File: src/rtl/imem_boot_loader.sv
`timescale 1ns/1ps
// Boot loader: receives a framed byte stream (length, payload, checksum) and
// writes little-endian 32-bit words into the SPRAM instruction memory.
module imem_boot_loader #(
  parameter int ADDR_W    = 14,
  parameter int MAX_WORDS = 16384
) (
  input  logic              clk,
  input  logic              rst_n,
  input  logic              start,
  input  logic [7:0]        in_byte,
  input  logic              in_valid,
  output logic              in_ready,
  output logic [ADDR_W-1:0] imem_addr,
  output logic              imem_wr_en,
  output logic [31:0]       imem_data,
  output logic              busy,
  output logic              done,
  output logic              error,
  output logic [ADDR_W:0]   words_written
);

  typedef enum logic [2:0] {
    S_IDLE, S_LEN_LO, S_LEN_HI, S_DATA, S_WRITE, S_CSUM, S_DONE, S_ERR
  } state_t;

  state_t            state_q, state_d;
  logic [7:0]        len_lo_q, len_lo_d;
  logic [ADDR_W:0]   len_q, len_d;
  logic [ADDR_W:0]   ww_q, ww_d;
  logic [ADDR_W-1:0] addr_q, addr_d;
  logic [31:0]       data_q, data_d;
  logic [1:0]        lane_q, lane_d;
  logic [7:0]        csum_q, csum_d;

  logic        xfer;
  logic [31:0] n_ext;
  logic [ADDR_W:0] ww_inc;
  logic [7:0]  csum_sum;

  assign in_ready = (state_q == S_LEN_LO) || (state_q == S_LEN_HI) ||
                    (state_q == S_DATA)   || (state_q == S_CSUM);
  assign xfer     = in_valid & in_ready;
  assign n_ext    = {16'h0000, in_byte, len_lo_q};
  assign ww_inc   = ww_q + 1'b1;
  assign csum_sum = csum_q + in_byte;

  always_comb begin
    state_d  = state_q;
    len_lo_d = len_lo_q;
    len_d    = len_q;
    ww_d     = ww_q;
    addr_d   = addr_q;
    data_d   = data_q;
    lane_d   = lane_q;
    csum_d   = csum_q;
    case (state_q)
      S_IDLE, S_DONE, S_ERR: begin
        if (start) begin
          state_d = S_LEN_LO;
          ww_d    = '0;
          addr_d  = '0;
          lane_d  = '0;
          csum_d  = '0;
        end
      end
      S_LEN_LO: begin
        if (xfer) begin
          len_lo_d = in_byte;
          state_d  = S_LEN_HI;
        end
      end
      S_LEN_HI: begin
        if (xfer) begin
          if (n_ext > MAX_WORDS) begin
            state_d = S_ERR;
          end else begin
            len_d   = n_ext[ADDR_W:0];
            state_d = (n_ext == 32'd0) ? S_CSUM : S_DATA;
          end
        end
      end
      S_DATA: begin
        if (xfer) begin
          data_d[{lane_q, 3'b000} +: 8] = in_byte;
          csum_d = csum_sum;
          lane_d = lane_q + 1'b1;
          if (lane_q == 2'd3) state_d = S_WRITE;
        end
      end
      S_WRITE: begin
        // Address and count advance after the strobe so the write sees the old address.
        ww_d    = ww_inc;
        addr_d  = addr_q + 1'b1;
        state_d = (ww_inc == len_q) ? S_CSUM : S_DATA;
      end
      S_CSUM: begin
        if (xfer) state_d = (csum_sum == 8'h00) ? S_DONE : S_ERR;
      end
      default: state_d = S_IDLE;
    endcase
  end

  always_ff @(posedge clk or negedge rst_n) begin
    if (!rst_n) begin
      state_q  <= S_IDLE;
      len_lo_q <= '0;
      len_q    <= '0;
      ww_q     <= '0;
      addr_q   <= '0;
      data_q   <= '0;
      lane_q   <= '0;
      csum_q   <= '0;
    end else begin
      state_q  <= state_d;
      len_lo_q <= len_lo_d;
      len_q    <= len_d;
      ww_q     <= ww_d;
      addr_q   <= addr_d;
      data_q   <= data_d;
      lane_q   <= lane_d;
      csum_q   <= csum_d;
    end
  end

  assign imem_addr     = addr_q;
  assign imem_data     = data_q;
  assign imem_wr_en    = (state_q == S_WRITE);
  assign words_written = ww_q;
  assign busy          = !((state_q == S_IDLE) || (state_q == S_DONE) || (state_q == S_ERR));
  assign done          = (state_q == S_DONE);
  assign error         = (state_q == S_ERR);

endmodule
File: config.mk
export PLATFORM = sky130hd
export DESIGN_NAME = imem_boot_loader
export DESIGN_NICKNAME = d
export VERILOG_FILES = /design/src/rtl/imem_boot_loader.sv
export SDC_FILE = /design/constraint.sdc
export NUM_CORES = 1
export LEC_CHECK = 0
export BUFFER_PORTS_ARGS = -buffer_cell sky130_fd_sc_hd__buf_2
export CAP_MARGIN = 20
export CORE_MARGIN = 1.5
export CORE_UTILIZATION = 45
export CTS_BUF_LIST = sky130_fd_sc_hd__clkbuf_8
export CTS_CLUSTER_DIAMETER = 80
export DETAILED_ROUTE_END_ITERATION = 16
export GPL_ROUTABILITY_DRIVEN = 0
export PLACE_DENSITY = 0.68
export SETUP_SLACK_MARGIN = 0.3
export SLEW_MARGIN = 0
export SYNTH_ARGS = -nofsm -noshare
export SYNTH_HDL_FRONTEND = slang
export SYNTH_SLANG_ARGS = --single-unit
File: constraint.sdc
create_clock -name clk -period 2 [get_ports clk]
set_clock_uncertainty 0.05 [all_clocks]
set_input_delay 0.1 -clock clk [delete_from_list [all_inputs] [get_ports clk]]
set_output_delay 0.1 -clock clk [all_outputs]
set_load 0.1 [all_outputs]
==> results of run 1 <==
registers in the layout, indices dropped and copies added, names as in the netlist:
register       flops
csum_q             8
imem_addr         14
imem_data         32
lane_q             2
len_lo_q           8
len_q             15
state_q            3
words_written     15
power by group:
group / switching (uW) / leakage, uW / internal, uW
logic: 3490 / 0.00184 / 1880
registers: 503 / 0.00124 / 2520
clock network: 723 / 0.000112 / 667
total: 4720 / 0.00320 / 5070
worst min-delay path: cells and delay by family:
family	cells	cell delay (ns)
buffers and inverters	1	0.19
AOI/OAI and AO/OA	1	0.06
and+or+nand+nor	1	0.08
stage by stage:
stage	instance area, um^2	utilization
floorplan	5380	-
CTS	6670	0.610
finish	6940	0.635
global route	6940	0.635
global placement	6010	0.550
detailed placement	6010	0.550
metal layers:
layer  share of wire  GRT usage  routed length, um
met5               0          0                  0
met4           0.024     0.0816                337
met3           0.045     0.0454                626
met2            0.49      0.387               6850
met1            0.44      0.302               6040
final cells by class:
class,count,area [um^2],area share
Multi-Input combinational cell,413,2970,0.428
Sequential cell,97,2490,0.358
Timing Repair Buffer,148,1050,0.152
Tap cell,140,175,0.0252
Clock buffer,11,151,0.0218
Clock inverter,5,67.6,0.00974
Inverter,8,37.5,0.00541
placed cells by master, fill, tap and decap left out, drive strengths merged, types with 3 or more instances in the layout:
master  Yosys  layout
inv         8      11
nor3       10      10
mux2i       4       4
dfrtp      97      97
nand3      26      26
nor2       23      25
nor2b       5       5
mux2       23      23
a21oi      14      14
nor3b       4       4
o21ai      76      76
and3        8       8
clkbuf     17      12
xnor2      18      18
xor2        8       8
nor4        6       6
a211oi      3       3
nand2b      6       6
o31ai       6       6
nand2     106     106
buf         5     145
a31oi       5       5
ha         14      14
o22ai       3       3
nand4      13      13
what timing repair did:
item / CTS / global route
gates resized for setup: 49 / 36
gates cloned: 2 / 3
pin swaps: 15 / 13
buffers inserted: 25 / 16
endpoints found under the hold margin: 32 / 0
endpoints found under the setup margin: 75 / 59
hold buffers: 1 / 0
logic make-up (layout without fill, tap and decap cells):
kind of cell | after synthesis | in the layout | synth area share
XOR/XNOR | 26 | 26 | 0.0448
adder cells (fa/ha/maj) | 15 | 15 | 0.0384
buffers and inverters | 30 | 172 | 0.0266
AO/OA/AOI/OAI | 125 | 125 | 0.143
flip-flops | 97 | 97 | 0.478
AND/OR/NAND/NOR | 218 | 220 | 0.203
multiplexers | 27 | 27 | 0.0662
final timing paths:
check                                          to  cells past startpoint
worst min-delay path                imem_data[12]                      3
worst max-delay path                   state_q[0]                      8
max in group asynchronous              state_q[0]                      3
min in group asynchronous       words_written[12]                      2
worst max register to register         state_q[0]                      8
worst min register to register      imem_data[22]                      2
synthesized netlist by cell type, drive strengths merged, types with 3 or more instances:
master / instances
ha: 14
nor3b: 4
nand2b: 6
xnor2: 18
o31ai: 6
o22ai: 3
and3: 8
nor2b: 5
mux2: 23
a31oi: 5
nor4: 6
nand4: 13
inv: 8
nor3: 10
dfrtp: 97
mux2i: 4
nor2: 23
xor2: 8
nand3: 26
clkbuf: 17
a21oi: 14
buf: 5
a211oi: 3
nand2: 106
o21ai: 76
==> results.md, run 1 <==
- Fill cell count: 888
- Worst slew margin: 0.672
- Avg Inst Size Synth: 9.45 um^2
- Number of synthesized flops with an enable pin: 0
- CP top delay family: compound AO/OA/AOI/OAI gates
- CP peak stage delay: 0.40 ns
- Largest net degree at the start of global routing: 66
- Reg2reg setup slack: -0.05 ns
- Worst Path Max Fanout: 2
- Hold path start: in_byte[4]
- Synthesized Nets: 565
- Worst slew pin tran: 0.495 ns
- Post-synthesis register bit count: 97
- Starting Density: 0.465
- Async S/R FF share, synth: 1.00
- Vias in the first global route: 4344
- Post-route setup slack: -0.0516 ns
- Number of remaining DRC errors: 0
- Clock Latency Late Sink: 0.37 ns
- Final period util: 1.03
- Root Driver: clkbuf_8
- I/O Pins: 78
- Final Max Tran Viols: 0
- Failing checks: negative setup slack
- Drt pass-1 iters: 4
- Overflow after GRT: 0
- Yosys cell types: 54
- Crit path DAT: 2.23 ns
- Ys flop type: dfrtp_1
- 1st-iter DRT viols: 314
- Chip height: 109 um
- Setup crit end kind: flop
- Critical Path Start: csum_q[0]
- Final cell count without fillers: 822
- Total power: 9790 uW
- Longest Clk Path Bufs: 2
- Leakage: 0.00320 uW
- Core Area: 0.0109 mm^2
- Clk sinks: 97
- Min-Delay Path Class: in2reg
- Num CTS Buffers: 9
- Final setup violation count: 15
- CP startpoint kind: flop
- Post-detail-place hpwl: 8.43 mm
- Setup_tns: -0.206 ns
- First-pass GRT wire length: 21.5 mm
- Outcome: complete, but fails checks
- Port-buffer cells: 77
- Max Clk Rate: 0.487 GHz
- Clock transition at path regs: 0.11 ns
- CTS H-tree depth: 3
- WP buf/inv: 0
- Routed vias: 4611
- Hold WS: 0.0365 ns
- Crit Path Class: reg2reg
- TritonCTS clock tree: yes
- Area grow syn2layout: 36.5%
- Setup Slack @ Placement: -0.0622 ns
- DIE AREA: 0.0119 mm^2
- Number of max-cap violations: 0
- VDD IR max: 1170 uV
- Layout cells sized above 1: 0.419
- Cells after DPL: 759
- Top cell type's share of synthesized area: 0.478
- Leading area contributor after synthesis: dfrtp_1
- CP Cell Sequence: ha_2, fa_2, a21o_1, a21oi_2, o21bai_1, a21oi_1, xor2_1, a41oi_1
- Cell count after synthesis: 538
- Register area share after synthesis: 0.478
- Synthesized cell area: 0.00508 mm^2
- Crit path time final: 2.05 ns
- Critical-path top delay cell: dfrtp_1
- RSZ-0062 raised after global routing: yes
- WL/cell: 16.9 um
- Pwr/cell area: 1410 mW/mm^2
- Vias per std cell: 5.61
- Die width: 109 um
- Total Wirelength: 13.9 mm
- Nets: 704
- Aggregate global-route resource usage: 0.233
- Number of routed nets with antenna violations: 0
- Reg-to-reg startpoint: csum_q[0]
- Required @ worst endpoint: 2.18 ns
- Antenna violations before repair: 0
- Yosys warns: 0
- Site row count: 38
- Top area cells in the synthesized netlist: dfrtp_1, nand2_1, o21ai_0
- N_diodes: 0
- Final hold vios: 0
Note: power is estimated with default switching activity, not from simulation.
==> run 2, diff against run 1 <==
--- a/config.mk
+++ b/config.mk
@@ -5,7 +5,7 @@
 export SDC_FILE = /design/constraint.sdc
 export NUM_CORES = 1
 export LEC_CHECK = 0
-export BUFFER_PORTS_ARGS = -buffer_cell sky130_fd_sc_hd__buf_2
+export BUFFER_PORTS_ARGS = -buffer_cell sky130_fd_sc_hd__clkbuf_2
 export CAP_MARGIN = 20
 export CORE_MARGIN = 1.5
 export CORE_UTILIZATION = 45
==> results.md, run 2 (same netlist as run 1, synthesis figures left out) <==
- Total Wirelength: 13.4 mm (was 13.9 mm)
- Number of max-cap violations: 0 (unchanged)
- Most frequent cells in the layout: nand2_1, dfrtp_1, clkbuf_2 (was nand2_1, buf_2, dfrtp_1)
- Overflow after GRT: 0 (unchanged)
- FF/Latch Area: 0.00248 mm^2 (was 0.00249 mm^2)
- Combinational share of power: 0.536 (was 0.549)
- Clock Latency Late Sink: 0.37 ns (about the same)
- Nets: 692 (was 704)
- Sequential group share of total power: 0.318 (was 0.309)
- Fill cell count: 896 (was 888)
- P_int: 4950 uW (was 5070 uW)
- Final Max Tran Viols: 0 (unchanged)
- Failing checks: negative setup slack (unchanged)
- Die width: 109 um (unchanged)
- Drt pass-1 iters: 4 (unchanged)
- Crit Path Class: reg2reg (unchanged)
- WL/cell: 16.5 um (was 16.9 um)
- Worst slew margin: 0.627 (was 0.672)
- 1st-iter DRT viols: 313 (was 314)
- Vias per std cell: 5.58 (was 5.61)
- Aggregate global-route resource usage: 0.233 (about the same)
- Worst slew pin tran: 0.562 ns (was 0.495 ns)
- DIE AREA: 0.0119 mm^2 (unchanged)
- Critical Path Start: csum_q[0] (unchanged)
- Core Area: 0.0109 mm^2 (unchanged)
- N_diodes: 0 (unchanged)
- Outcome: complete, but fails checks (unchanged)
- Vias in the first global route: 4336 (was 4344)
- CP startpoint kind: flop (unchanged)
- Setup Slack @ Placement: -0.0213 ns (was -0.0622 ns)
- Number of remaining DRC errors: 0 (unchanged)
- Crit path DAT: 2.23 ns (about the same)
- VDD IR max: 1330 uV (was 1170 uV)
- Longest Clk Path Bufs: 2 (unchanged)
- Commonest non-fill, non-tap cell in the layout: nand2_1 (unchanged)
- Number of routed nets with antenna violations: 0 (unchanged)
- Final period util: 1.02 (was 1.03)
- Final setup violation count: 2 (was 15)
- Leakage: 0.00306 uW (was 0.00320 uW)
- Chip height: 109 um (unchanged)
- First-pass GRT wire length: 21.4 mm (was 21.5 mm)
- Largest net degree at the start of global routing: 68 (was 66)
- Worst r2r dst: state_q[0] (unchanged)
- Worst Path Max Fanout: 2 (unchanged)
- Num CTS Buffers: 9 (unchanged)
- Post-route setup slack: -0.0402 ns (was -0.0516 ns)
- Antenna violations before repair: 0 (unchanged)
- Sw Ratio: 0.485 (was 0.482)
- Crit path time final: 2.04 ns (was 2.05 ns)
- Starting Density: 0.465 (unchanged)
- Reg2reg setup slack: -0.04 ns (was -0.05 ns)
- Port-buffer cells: 77 (unchanged)
- Critical Path End: state_q[0] (unchanged)
- Final hold vios: 0 (unchanged)
- Setup_tns: -0.0489 ns (was -0.206 ns)
- Hold WS: 0.0346 ns (was 0.0365 ns)
- R2R cell count: 8 (unchanged)
- Routed vias: 4518 (was 4611)
- CTS H-tree depth: 3 (unchanged)
- Max reg flops: 32 (unchanged)
- Min-Delay Path Class: in2reg (unchanged)
- Net Sw Power: 4650 uW (was 4720 uW)
- Clock power share: 0.146 (was 0.142)
- Layout cells sized above 1: 0.404 (was 0.419)
- TritonCTS clock tree: yes (unchanged)
- Final cell count without fillers: 810 (was 822)
- Site row count: 38 (unchanged)
- Reg-to-reg startpoint: csum_q[0] (unchanged)
- Pwr/cell area: 1410 mW/mm^2 (about the same)
- Post-detail-place hpwl: 8.79 mm (was 8.43 mm)
- RSZ-0062 raised after global routing: yes (unchanged)
- I/O Pins: 78 (unchanged)
- Setup crit end kind: flop (unchanged)
- Clk sinks: 97 (unchanged)
- Required @ worst endpoint: 2.19 ns (was 2.18 ns)
- Max Clk Rate: 0.490 GHz (was 0.487 GHz)
- Clock transition at path regs: 0.11 ns (about the same)
- Area grow syn2layout: 34.1% (was 36.5%)
- Layout Utilization: 0.623 (was 0.635)
- Multi-input logic area: 0.00296 mm^2 (was 0.00297 mm^2)
- Root Driver: clkbuf_8 (unchanged)
- Cells after DPL: 763 (was 759)
[run 2: cell types whose count changed in the layout (fill, tap and decap cells not counted), sizes merged]
cell      change
buf          -83
clkbuf       +72
bufbuf        -1
clkinvlp      +1
nor2          -1
[run 2: what timing repair did]
action | CTS | global route
buffers inserted | 22 | 6
setup endpoints to repair | 73 | 84
hold buffers | 1 | 0
cloned | 1 | 1
pin swaps | 17 | 10
endpoints found under the hold margin | 30 | 0
gates resized for setup | 39 | 27
[run 2: power by group through the flow]
| stage | combinational (uW) | sequential [uW] | clock (uW) |
|---|---|---|---|
| floorplan | 2390 | 4320 | 0 |
| global placement | 4520 | 3010 | 0 |
| detailed placement | 4590 | 3040 | 0 |
| CTS | 4960 | 3020 | 1420 |
| global route | 5500 | 3130 | 1510 |
| finish | 5150 | 3050 | 1400 |
[run 2: worst max-delay path, cell delays in order, from the launching register on]
cell      delay [ns]
dfrtp_1         0.40
ha_2            0.20
fa_2            0.35
a21o_1          0.17
a21oi_2         0.16
o21bai_1        0.08
a21oi_1         0.16
xor2_1          0.20
a41oi_1         0.13
[run 2: how the worst min path moves through the flow]
stage / start / end / slack, ns / cells after the start
5_1_grt: in_byte[2] / imem_data[2] / 0.04 / 3
4_1_cts: in_valid / state_q[1] / 0.03 / 3
2_1_floorplan: rst_n / csum_q[0] / -0.25 / 0
6_report: in_byte[2] / imem_data[2] / 0.03 / 3
3_3_place_gp: rst_n / len_q[12] / 0.01 / 1
3_5_place_dp: rst_n / len_q[12] / 0.02 / 1
[run 2: cell type report]
cell class	count	share of cell area
Tap cell	140	0.0257
Timing Repair Buffer	137	0.139
Sequential cell	97	0.364
Multi-Input combinational cell	412	0.434
Clock buffer	10	0.0202
Inverter	8	0.00514
Clock inverter	6	0.0121
[run 2: layer usage]
layer,track usage,share of wire,up-vias
li1,-,-,2169
met1,0.313,0.44,2185
met2,0.389,0.50,144
met3,0.0293,0.050,20
met4,0.0816,0.017,0
met5,0,0,-
[run 2: through the flow]
step / area (um^2) / power (uW)
global route: 6820 / 10100
finish: 6820 / 9600
floorplan: 5380 / 6710
CTS: 6630 / 9400
global placement: 6050 / 7530
detailed placement: 6050 / 7630
